**src/rtl/alu_pipe_if.sv**
```systemverilog
// Operand/result handshake bundle for alu_pipe: request side (in_*) and response side (out_*).
// Master drives operands and out_ready; slave (the ALU) drives in_ready and the result register.
interface alu_pipe_if #(
    parameter int WIDTH = 16
);
    logic             in_valid;
    logic             in_ready;
    logic [3:0]       opcode;
    logic [WIDTH-1:0] a;
    logic [WIDTH-1:0] b;
    logic             out_valid;
    logic             out_ready;
    logic [WIDTH-1:0] result;
    logic [3:0]       flags;

    modport master (
        output in_valid, opcode, a, b, out_ready,
        input  in_ready, out_valid, result, flags
    );

    modport slave (
        input  in_valid, opcode, a, b, out_ready,
        output in_ready, out_valid, result, flags
    );
endinterface

```
**src/rtl/alu_pipe.sv**
```systemverilog
// 16-op registered ALU; 1-cycle latency, MUL takes WIDTH cycles via iterative shift-add.
// Backpressure: one-entry output register; while it is full and not drained, in_ready stays low.
module alu_pipe #(
    parameter int WIDTH  = 16,
    parameter bit MUL_EN = 1'b1
) (
    input logic       clk,
    input logic       rst_n,
    alu_pipe_if.slave bus
);
    localparam int LW = $clog2(WIDTH);
    localparam int M  = WIDTH - 1;

    typedef enum logic {IDLE, MUL} state_t;

    state_t           state_q, state_d;
    logic [LW-1:0]    count_q;
    logic [WIDTH-1:0] ma_q, mb_q, acc_q;
    logic [WIDTH-1:0] result_q;
    logic [3:0]       flags_q;
    logic             out_valid_q;

    logic             in_rdy, accept, mul_start, mul_done;
    logic [WIDTH-1:0] mul_prod;

    logic [LW-1:0]    shamt;
    logic [WIDTH:0]   add_w, sub_w, inc_w, dec_w, shl_w, shr_w, sra_w;
    logic signed [WIDTH:0] sra_in;
    logic             add_v, sub_v;
    logic [WIDTH-1:0] alu_r;
    logic             alu_c, alu_v;

    assign in_rdy    = (state_q == IDLE) && (!out_valid_q || bus.out_ready);
    assign accept    = bus.in_valid && in_rdy;
    assign mul_start = accept && (bus.opcode == 4'd14) && MUL_EN;
    assign mul_done  = (state_q == MUL) && (count_q == LW'(WIDTH - 1));
    assign mul_prod  = acc_q + (mb_q[0] ? ma_q : '0);

    assign bus.in_ready  = in_rdy;
    assign bus.out_valid = out_valid_q;
    assign bus.result    = result_q;
    assign bus.flags     = flags_q;

    // Extra MSB on each arithmetic result carries the carry/borrow; extra LSB on right shifts catches the bit shifted out.
    assign shamt  = bus.b[LW-1:0];
    assign add_w  = {1'b0, bus.a} + {1'b0, bus.b};
    assign sub_w  = {1'b0, bus.a} - {1'b0, bus.b};
    assign inc_w  = {1'b0, bus.a} + (WIDTH+1)'(1);
    assign dec_w  = {1'b0, bus.a} - (WIDTH+1)'(1);
    assign shl_w  = {1'b0, bus.a} << shamt;
    assign shr_w  = {bus.a, 1'b0} >> shamt;
    assign sra_in = {bus.a, 1'b0};
    assign sra_w  = sra_in >>> shamt;
    assign add_v  = (bus.a[M] == bus.b[M]) && (add_w[M] != bus.a[M]);
    assign sub_v  = (bus.a[M] != bus.b[M]) && (sub_w[M] != bus.a[M]);

    always_comb begin
        alu_r = '0;
        alu_c = 1'b0;
        alu_v = 1'b0;
        case (bus.opcode)
            4'd0:  begin alu_r = add_w[M:0]; alu_c = add_w[WIDTH]; alu_v = add_v; end
            4'd1:  begin alu_r = sub_w[M:0]; alu_c = sub_w[WIDTH]; alu_v = sub_v; end
            4'd2:  alu_r = bus.a & bus.b;
            4'd3:  alu_r = bus.a | bus.b;
            4'd4:  alu_r = bus.a ^ bus.b;
            4'd5:  alu_r = ~(bus.a & bus.b);
            4'd6:  alu_r = ~(bus.a | bus.b);
            4'd7:  alu_r = ~bus.a;
            4'd8:  begin alu_r = shl_w[M:0];     alu_c = shl_w[WIDTH]; end
            4'd9:  begin alu_r = shr_w[WIDTH:1]; alu_c = shr_w[0]; end
            4'd10: begin alu_r = sra_w[WIDTH:1]; alu_c = sra_w[0]; end
            4'd11: alu_r = bus.b;
            4'd12: begin
                alu_r = inc_w[M:0];
                alu_c = inc_w[WIDTH];
                alu_v = !bus.a[M] && inc_w[M];
            end
            4'd13: begin
                alu_r = dec_w[M:0];
                alu_c = dec_w[WIDTH];
                alu_v = bus.a[M] && !dec_w[M];
            end
            4'd14: alu_r = '0;
            4'd15: begin
                // Signed less-than is the sign of a-b corrected by its overflow.
                alu_r = {{(WIDTH-1){1'b0}}, sub_w[M] ^ sub_v};
                alu_c = sub_w[WIDTH];
                alu_v = sub_v;
            end
            default: alu_r = '0;
        endcase
    end

    always_comb begin
        state_d = state_q;
        case (state_q)
            IDLE:    if (mul_start) state_d = MUL;
            MUL:     if (mul_done)  state_d = IDLE;
            default: state_d = IDLE;
        endcase
    end

    always_ff @(posedge clk or negedge rst_n) begin
        if (!rst_n) begin
            state_q <= IDLE;
        end else begin
            state_q <= state_d;
        end
    end

    always_ff @(posedge clk or negedge rst_n) begin
        if (!rst_n) begin
            count_q     <= '0;
            ma_q        <= '0;
            mb_q        <= '0;
            acc_q       <= '0;
            result_q    <= '0;
            flags_q     <= '0;
            out_valid_q <= 1'b0;
        end else begin
            if (state_q == MUL) begin
                acc_q   <= mul_prod;
                ma_q    <= ma_q << 1;
                mb_q    <= mb_q >> 1;
                count_q <= count_q + LW'(1);
            end
            if (mul_start) begin
                ma_q    <= bus.a;
                mb_q    <= bus.b;
                acc_q   <= '0;
                count_q <= '0;
            end

            if (mul_done) begin
                result_q    <= mul_prod;
                flags_q     <= {2'b00, mul_prod[M], mul_prod == '0};
                out_valid_q <= 1'b1;
            end else if (accept && !mul_start) begin
                result_q    <= alu_r;
                flags_q     <= {alu_v, alu_c, alu_r[M], alu_r == '0};
                out_valid_q <= 1'b1;
            end else if (out_valid_q && bus.out_ready) begin
                // Also covers MUL start: acceptance implies the old result drains on this edge.
                out_valid_q <= 1'b0;
            end
        end
    end
endmodule

```
**src/flat_wrapper.sv**
```systemverilog
// flat-port wrapper written by rule: the top's interface ports become plain ports
module alu_pipe_flat 
#(
    parameter int WIDTH  = 16,
    parameter bit MUL_EN = 1'b1
)
  (clk, rst_n, bus_in_valid, bus_opcode, bus_a, bus_b, bus_out_ready, bus_in_ready, bus_out_valid, bus_result, bus_flags);
  alu_pipe_if #(.WIDTH(WIDTH)) bus_i ();
  input logic clk;
  input logic rst_n;
  input wire logic [$bits(bus_i.in_valid)-1:0] bus_in_valid;
  input wire logic [$bits(bus_i.opcode)-1:0] bus_opcode;
  input wire logic [$bits(bus_i.a)-1:0] bus_a;
  input wire logic [$bits(bus_i.b)-1:0] bus_b;
  input wire logic [$bits(bus_i.out_ready)-1:0] bus_out_ready;
  output wire logic [$bits(bus_i.in_ready)-1:0] bus_in_ready;
  output wire logic [$bits(bus_i.out_valid)-1:0] bus_out_valid;
  output wire logic [$bits(bus_i.result)-1:0] bus_result;
  output wire logic [$bits(bus_i.flags)-1:0] bus_flags;
  assign bus_i.in_valid = bus_in_valid;
  assign bus_i.opcode = bus_opcode;
  assign bus_i.a = bus_a;
  assign bus_i.b = bus_b;
  assign bus_i.out_ready = bus_out_ready;
  assign bus_in_ready = bus_i.in_ready;
  assign bus_out_valid = bus_i.out_valid;
  assign bus_result = bus_i.result;
  assign bus_flags = bus_i.flags;
  alu_pipe #(.WIDTH(WIDTH), .MUL_EN(MUL_EN)) u_core (.clk(clk), .rst_n(rst_n), .bus(bus_i));
endmodule
```
**config.mk**
```make
export PLATFORM = sky130hd
export DESIGN_NAME = alu_pipe_flat
export DESIGN_NICKNAME = d
export VERILOG_FILES = /design/src/rtl/alu_pipe_if.sv /design/src/rtl/alu_pipe.sv /design/src/flat_wrapper.sv
export SDC_FILE = /design/constraint.sdc
export NUM_CORES = 1
export LEC_CHECK = 0
export CAP_MARGIN = 30
export CORE_MARGIN = 2
export CORE_UTILIZATION = 60
export DETAILED_ROUTE_END_ITERATION = 16
export PLACE_DENSITY = 0.9
export RECOVER_POWER = 25
export SLEW_MARGIN = 20
export SYNTH_ARGS = -nofsm -noshare
export SYNTH_HDL_FRONTEND = slang
export SYNTH_SLANG_ARGS = --single-unit
```
**constraint.sdc**
```tcl
create_clock -name clk -period 6.2 [get_ports clk]
set_clock_uncertainty 0.15 [all_clocks]
set_input_delay 0.93 -clock clk [delete_from_list [all_inputs] [get_ports clk]]
set_output_delay 0.93 -clock clk [all_outputs]
set_load 0.03 [all_outputs]
```
; ---- Word level (Yosys, flattened, before mapping)
; Cells that the tools add are included.
[word_totals]
regBits = 74
inputBits = 40
[op_classes]
n_reduce_logical = 22
n_addsub = 6
n_bitwise = 8
eq_ne = 20
n_mux = 22
n_shift = 3
[op_table]
columns = operator, count
row1 = $pmux 16 s16, 1
row2 = $mux 16, 9
row3 = $not 16->16, 3
row4 = $eq 4x4->1 const B, 9
row5 = $logic_not 16->1, 2
row6 = $add 16x1->17 const B, 1
row7 = $add 16x16->17, 1
row8 = $shl 16x4->17, 1
row9 = $shr 17x4->17, 1
row10 = $sshr 17x4->17, 1
row11 = $sub 16x1->17 const B, 1
row12 = $sub 16x16->17, 1
row13 = $add 16x16->16, 1
row14 = $and 16x16->16, 1
row15 = $eq 4x3->1 const B, 4
row16 = $mux 4, 4
row17 = $or 16x16->16, 1
row18 = $xor 16x16->16, 1
row19 = $logic_and 1x1->1, 10
row20 = $eq 4x2->1 const B, 2
row21 = $pmux 1 s7, 1
row22 = $mux 1, 5
row23 = $add 4x1->4 const B, 1
row24 = $eq 4x1->1 const B, 1
row25 = 12 further kinds, 18

; ---- Logic depth before layout (Yosys ltp)
[logic_depth]
ltp_word = 9
ltp_mapped = 24
mapped_depth_nobuf = 21

; ---- Worst setup path after synthesis
; No wires, ideal clock.
[synth_timing]
kind = input-to-reg
startpoint = input port bus_b[2]
endpoint = register u_core.flags_q[0], in the netlist u_core.bus.flags[0]
path_stages = 23
n_path_buf = 2
required_ns = 5.984
arrival_time_ns = 5.049
path_slack_ns = 0.935
path_cell_list = clkbuf_1 -> inv_1 -> clkbuf_1 -> ha_1 -> inv_1 -> o221ai_1 -> a221oi_1 -> a2111oi_0 -> nor2_1 -> nor2_1 -> nor2_1 -> nor2_1 -> fa_1 -> and3_1 -> a21oi_1 -> o22ai_1 -> nor4_1 -> o22ai_1 -> nor4_1 -> nand4_1 -> nor4_2 -> a22o_1 -> a31o_1
[synth_between]
elab_chain_cells = 8
word_cells_on_any_way = 17
cone_classes = add/sub: 2 / eq/ne: 1 / shift: 3 / mux: 3 / bitwise: 6 / reduce/logical: 2
[synth_lines]
columns = element, line_no
row1 = from (decl), flat_wrapper.sv:14  ; input wire logic [$bits(bus_i.b)-1:0] bus_b;
row2 = $sub 16x16->17, alu_pipe.sv:47  ; assign sub_w = {1'b0, bus.a} - {1'b0, bus.b};
row3 = $ne 1x1->1, alu_pipe.sv:55  ; assign sub_v = (bus.a[M] != bus.b[M]) && (sub_w[M] != bus.a[M]);
row4 = $logic_and 1x1->1, alu_pipe.sv:55
row5 = $xor 1x1->1, alu_pipe.sv:87  ; alu_r = {{(WIDTH-1){1'b0}}, sub_w[M] ^ sub_v};
row6 = $pmux 16 s16 *, alu_pipe.sv:61  ; case (bus.opcode)
row7 = $logic_not 16->1 *, alu_pipe.sv:141  ; flags_q <= {alu_v, alu_c, alu_r[M], alu_r == '0};
row8 = $mux 4 *, alu_pipe.sv:139  ; end else if (accept && !mul_start) begin
row9 = $mux 4 *, alu_pipe.sv:135  ; if (mul_done) begin
row10 = to (signal assigned), alu_pipe.sv:137  ; flags_q <= {2'b00, mul_prod[M], mul_prod == '0};
row11 = to (signal assigned), alu_pipe.sv:141
row12 = to (decl), alu_pipe.sv:20  ; logic [3:0] flags_q;
; Mark *: on every way between the ends. The rest lies on a longest branch, timed or not. The select of a mux whose other input is x is not followed.
; A chain may end at the register's enable or synchronous reset.

; ---- Final worst setup path
[layout_timing]
startpoint = input port bus_a[1]
endpoint = register u_core.flags_q[0], in the netlist u_core.bus.flags[0]
[layout_between]
elab_chain_cells = 8
word_cells_on_any_way = 20
cone_classes = add/sub: 4 / eq/ne: 1 / shift: 3 / mux: 3 / bitwise: 7 / reduce/logical: 2
[layout_lines]
columns = element, line_no
row1 = from (decl), flat_wrapper.sv:13  ; input wire logic [$bits(bus_i.a)-1:0] bus_a;
row2 = $sub 16x16->17, alu_pipe.sv:47
row3 = $ne 1x1->1, alu_pipe.sv:55
row4 = $logic_and 1x1->1, alu_pipe.sv:55
row5 = $xor 1x1->1, alu_pipe.sv:87
row6 = $pmux 16 s16 *, alu_pipe.sv:61
row7 = $logic_not 16->1 *, alu_pipe.sv:141
row8 = $mux 4 *, alu_pipe.sv:139
row9 = $mux 4 *, alu_pipe.sv:135
; Marked as above.

==> flow_summary.ini <==
[outcome]
status = finished, violations left
violations = max-capacitance violations, max-slew violations

[worst_setup_path]
rr_worst_depth = 13
criticalPathCategory = in -> reg
required_ns = 6.27
r2r_slack_ns = 2.42
rr_endpoint = u_core.bus.result[14]
worstSetupEndpointType = flop
critical_path_peak_fanout = 5
crit_start = bus_a[1]
crit_path_end = u_core.bus.flags[0]
critical-path-slowest-cell = a2111oi_0
cp_data_arrival_time_ns = 5.79
timing.critical_path.buf_inv = 3
startpoint_type = primary input
crit_family = compound AO/OA/AOI/OAI gates
cpPeakStageDelay_ns = 0.75
cp_common_cell = nor2_1
cp_num_cells = 21
crit_chain = clkdlybuf4s50_1, inv_1, ha_1, nor2_1, o221ai_1, a221oi_1, buf_4, a2111oi_0, nor2_1, nor2_1, nor2_1, nor2_1, fa_1, mux2i_1, nand2_1, a21oi_1, nor4_1, a211oi_1, nor3_1, a22o_1, a31o_1
r2r_start = u_core.mb_q[0]

[finish]
area_growth_pct = 10.0
final_net_count = 1414
final-seq-area_um2 = 1830
final_cells = 1526
finalCoreUtilization_pct = 67.0
final_area_um2 = 11000
drive_above_1_share_pct = 10.4
final_common_cell = nand2_1
antenna_cells = 0
multiInputGateArea_um2 = 7360
final_cell_mix = nand2_1, nor2_1, dfrtp_1, a21oi_1, ha_1
fill_cells = 1358

[routing]
route.vias.total = 11100
drt_wl_total_um = 41400
vias_per_cell = 7.30
ant_nets = 0
dr.pass1.iters = 6
drt_iter0_markers = 1721
drcViolationCount = 0
post_drt_wl_per_cell_um = 27.1

[clock_tree]
path_clk_slew_ns = 0.05
post-cts-setup-buffers = 0
cts_tree = done
cts_buffers = 9
cts_hold_buf = 0
cts_max_path_buffers = 2
clock-sinks = 73
cts_root_buf = clkbuf_16
cts_resized = 0
worst_skew_pair.late_latency_ns = 0.34
htreeDepth = 3

[floorplan]
rows = 47
fp.coreArea_um2 = 16400
die_w_um = 133
pin_count = 62
design.die.area_um2 = 17700
initial_core_util_pct = 60.9
die_h_um = 133

[power]
vdd_drop_max_uv = 385
finalPower_mw = 2.87
p_leak_nw = 4.65
power_density_nw_per_um2 = 261

[synth]
syn_inst = 1282
ys_seq_area_share_pct = 18.3
avgSynthCellArea_um2 = 7.79
synth_edf_count = 0
synth.distinct_cells = 101
ys_ff_latch = 73
ys.warnings.count = 0
ys.flop_type = dfrtp_1
syn_nets = 1395
synth_area_um2 = 9990
synthArstFlopShare_pct = 100

[global_route]
grt_pass1_wl_um = 62200
grt-ovfl-total = 0
grt_pass1_vias = 10300
grtUsageTotal_pct = 46.1
antenna_found_initial = 0
grt_max_degree = 74

[timing]
fmax_mhz = 175
finalSetupViolations = 0
hold_viol = 0
final_max_slew_viol_count = 48
min_period_over_period_pct = 92.2
layout_min_cycle_time_ns = 5.71
fin_tns_setup_ns = 0
fin_ws_ns = 0.486
relSlewSlack_pct = -65.7
timing.hold.ws_ns = 0.325
tightestPinTransition_ns = 2.49
rsz0062_at_grt = no

[run]
cap_violations = 1

[place]
dp.cells = 1509
dp_worst_setup_slack_ns = 0.537
gp_congestion = 1.14
dpl_cell_area_um2 = 10700
io_buffers = 61
dp_hpwl_um = 30800

[min_path]
min_path_type = reg -> reg
report_power, final:
part	total, mW	leakage [nW]	switching, mW	internal [mW]
registers	0.808	0.959	0.143	0.665
logic	1.48	3.53	0.943	0.541
clock network	0.581	0.159	0.216	0.365
total	2.87	4.65	1.30	1.57
how the worst min path moves through the flow:
stage	startpoint	end	slack (ns)	depth (start not counted)
after floorplan	u_core.ma_q[15]	u_core.ma_q[15]	0.30	2
after global placement	u_core.bus.result[2]	u_core.bus.result[2]	0.30	2
after detailed placement	u_core.bus.result[2]	u_core.bus.result[2]	0.30	2
after CTS	u_core.bus.result[2]	u_core.bus.result[2]	0.32	2
after global routing	u_core.mb_q[1]	u_core.mb_q[1]	0.36	2
final	u_core.bus.result[2]	u_core.bus.result[2]	0.33	2
tightest hold or removal path, cell delays in order, from the launching register on:
cell	delay, ns
dfrtp_1	0.34
nand2_1	0.05
nand2_1	0.05
state kept, by name (all words and copies together) (netlist names):
| register | flops |
|---|---|
| u_core.bus.out_valid | 1 |
| u_core.state_q | 1 |
| u_core.ma_q | 16 |
| u_core.acc_q | 16 |
| u_core.bus.result | 15 |
| u_core.mb_q | 16 |
| u_core.bus.flags | 4 |
| u_core.count_q | 4 |
layer usage:
| layer | vias up | GRT usage [%] | share of wire, % |
|---|---|---|---|
| met2 | 920 | 69.2 | 43 |
| met5 | - | 0 | 0 |
| met1 | 5223 | 59.4 | 37 |
| met4 | 0 | 27.9 | 7.3 |
| li1 | 4790 | - | - |
| met3 | 214 | 12.2 | 13 |
cell families after synthesis:
| logic type | share of synthesized area, % |
|---|---|
| AO/OA/AOI/OAI | 26.9 |
| XOR/XNOR | 3.51 |
| adder cells (fa/ha/maj) | 9.44 |
| buffers and inverters | 8.24 |
| flip-flops | 18.3 |
| multiplexers | 10.3 |
| AND/OR/NAND/NOR | 23.3 |
area by class of cell:
| type | count | area share (%) |
|---|---|---|
| Tap cell | 220 | 2.50 |
| Inverter | 55 | 1.88 |
| Multi-Input combinational cell | 1044 | 66.9 |
| Clock inverter | 6 | 0.819 |
| Timing Repair Buffer | 118 | 9.08 |
| Sequential cell | 73 | 16.6 |
| Clock buffer | 10 | 2.17 |
synth_stat cells, types with 19 or more instances:
| master | instances | area (um2) |
|---|---|---|
| nand2_1 | 174 | 653 |
| nor2_1 | 102 | 383 |
| dfrtp_1 | 73 | 1830 |
| clkbuf_1 | 71 | 267 |
| a21oi_1 | 69 | 345 |
| ha_1 | 69 | 863 |
| o21ai_0 | 65 | 325 |
| inv_1 | 52 | 195 |
| a22oi_1 | 42 | 315 |
| mux2i_1 | 41 | 410 |
| nand3_1 | 30 | 150 |
| nor3_1 | 30 | 150 |
| xnor2_1 | 25 | 219 |
| mux4_2 | 20 | 450 |
| nand2b_1 | 20 | 125 |
| and2_1 | 19 | 119 |
(Power assumes the default switching activity.)
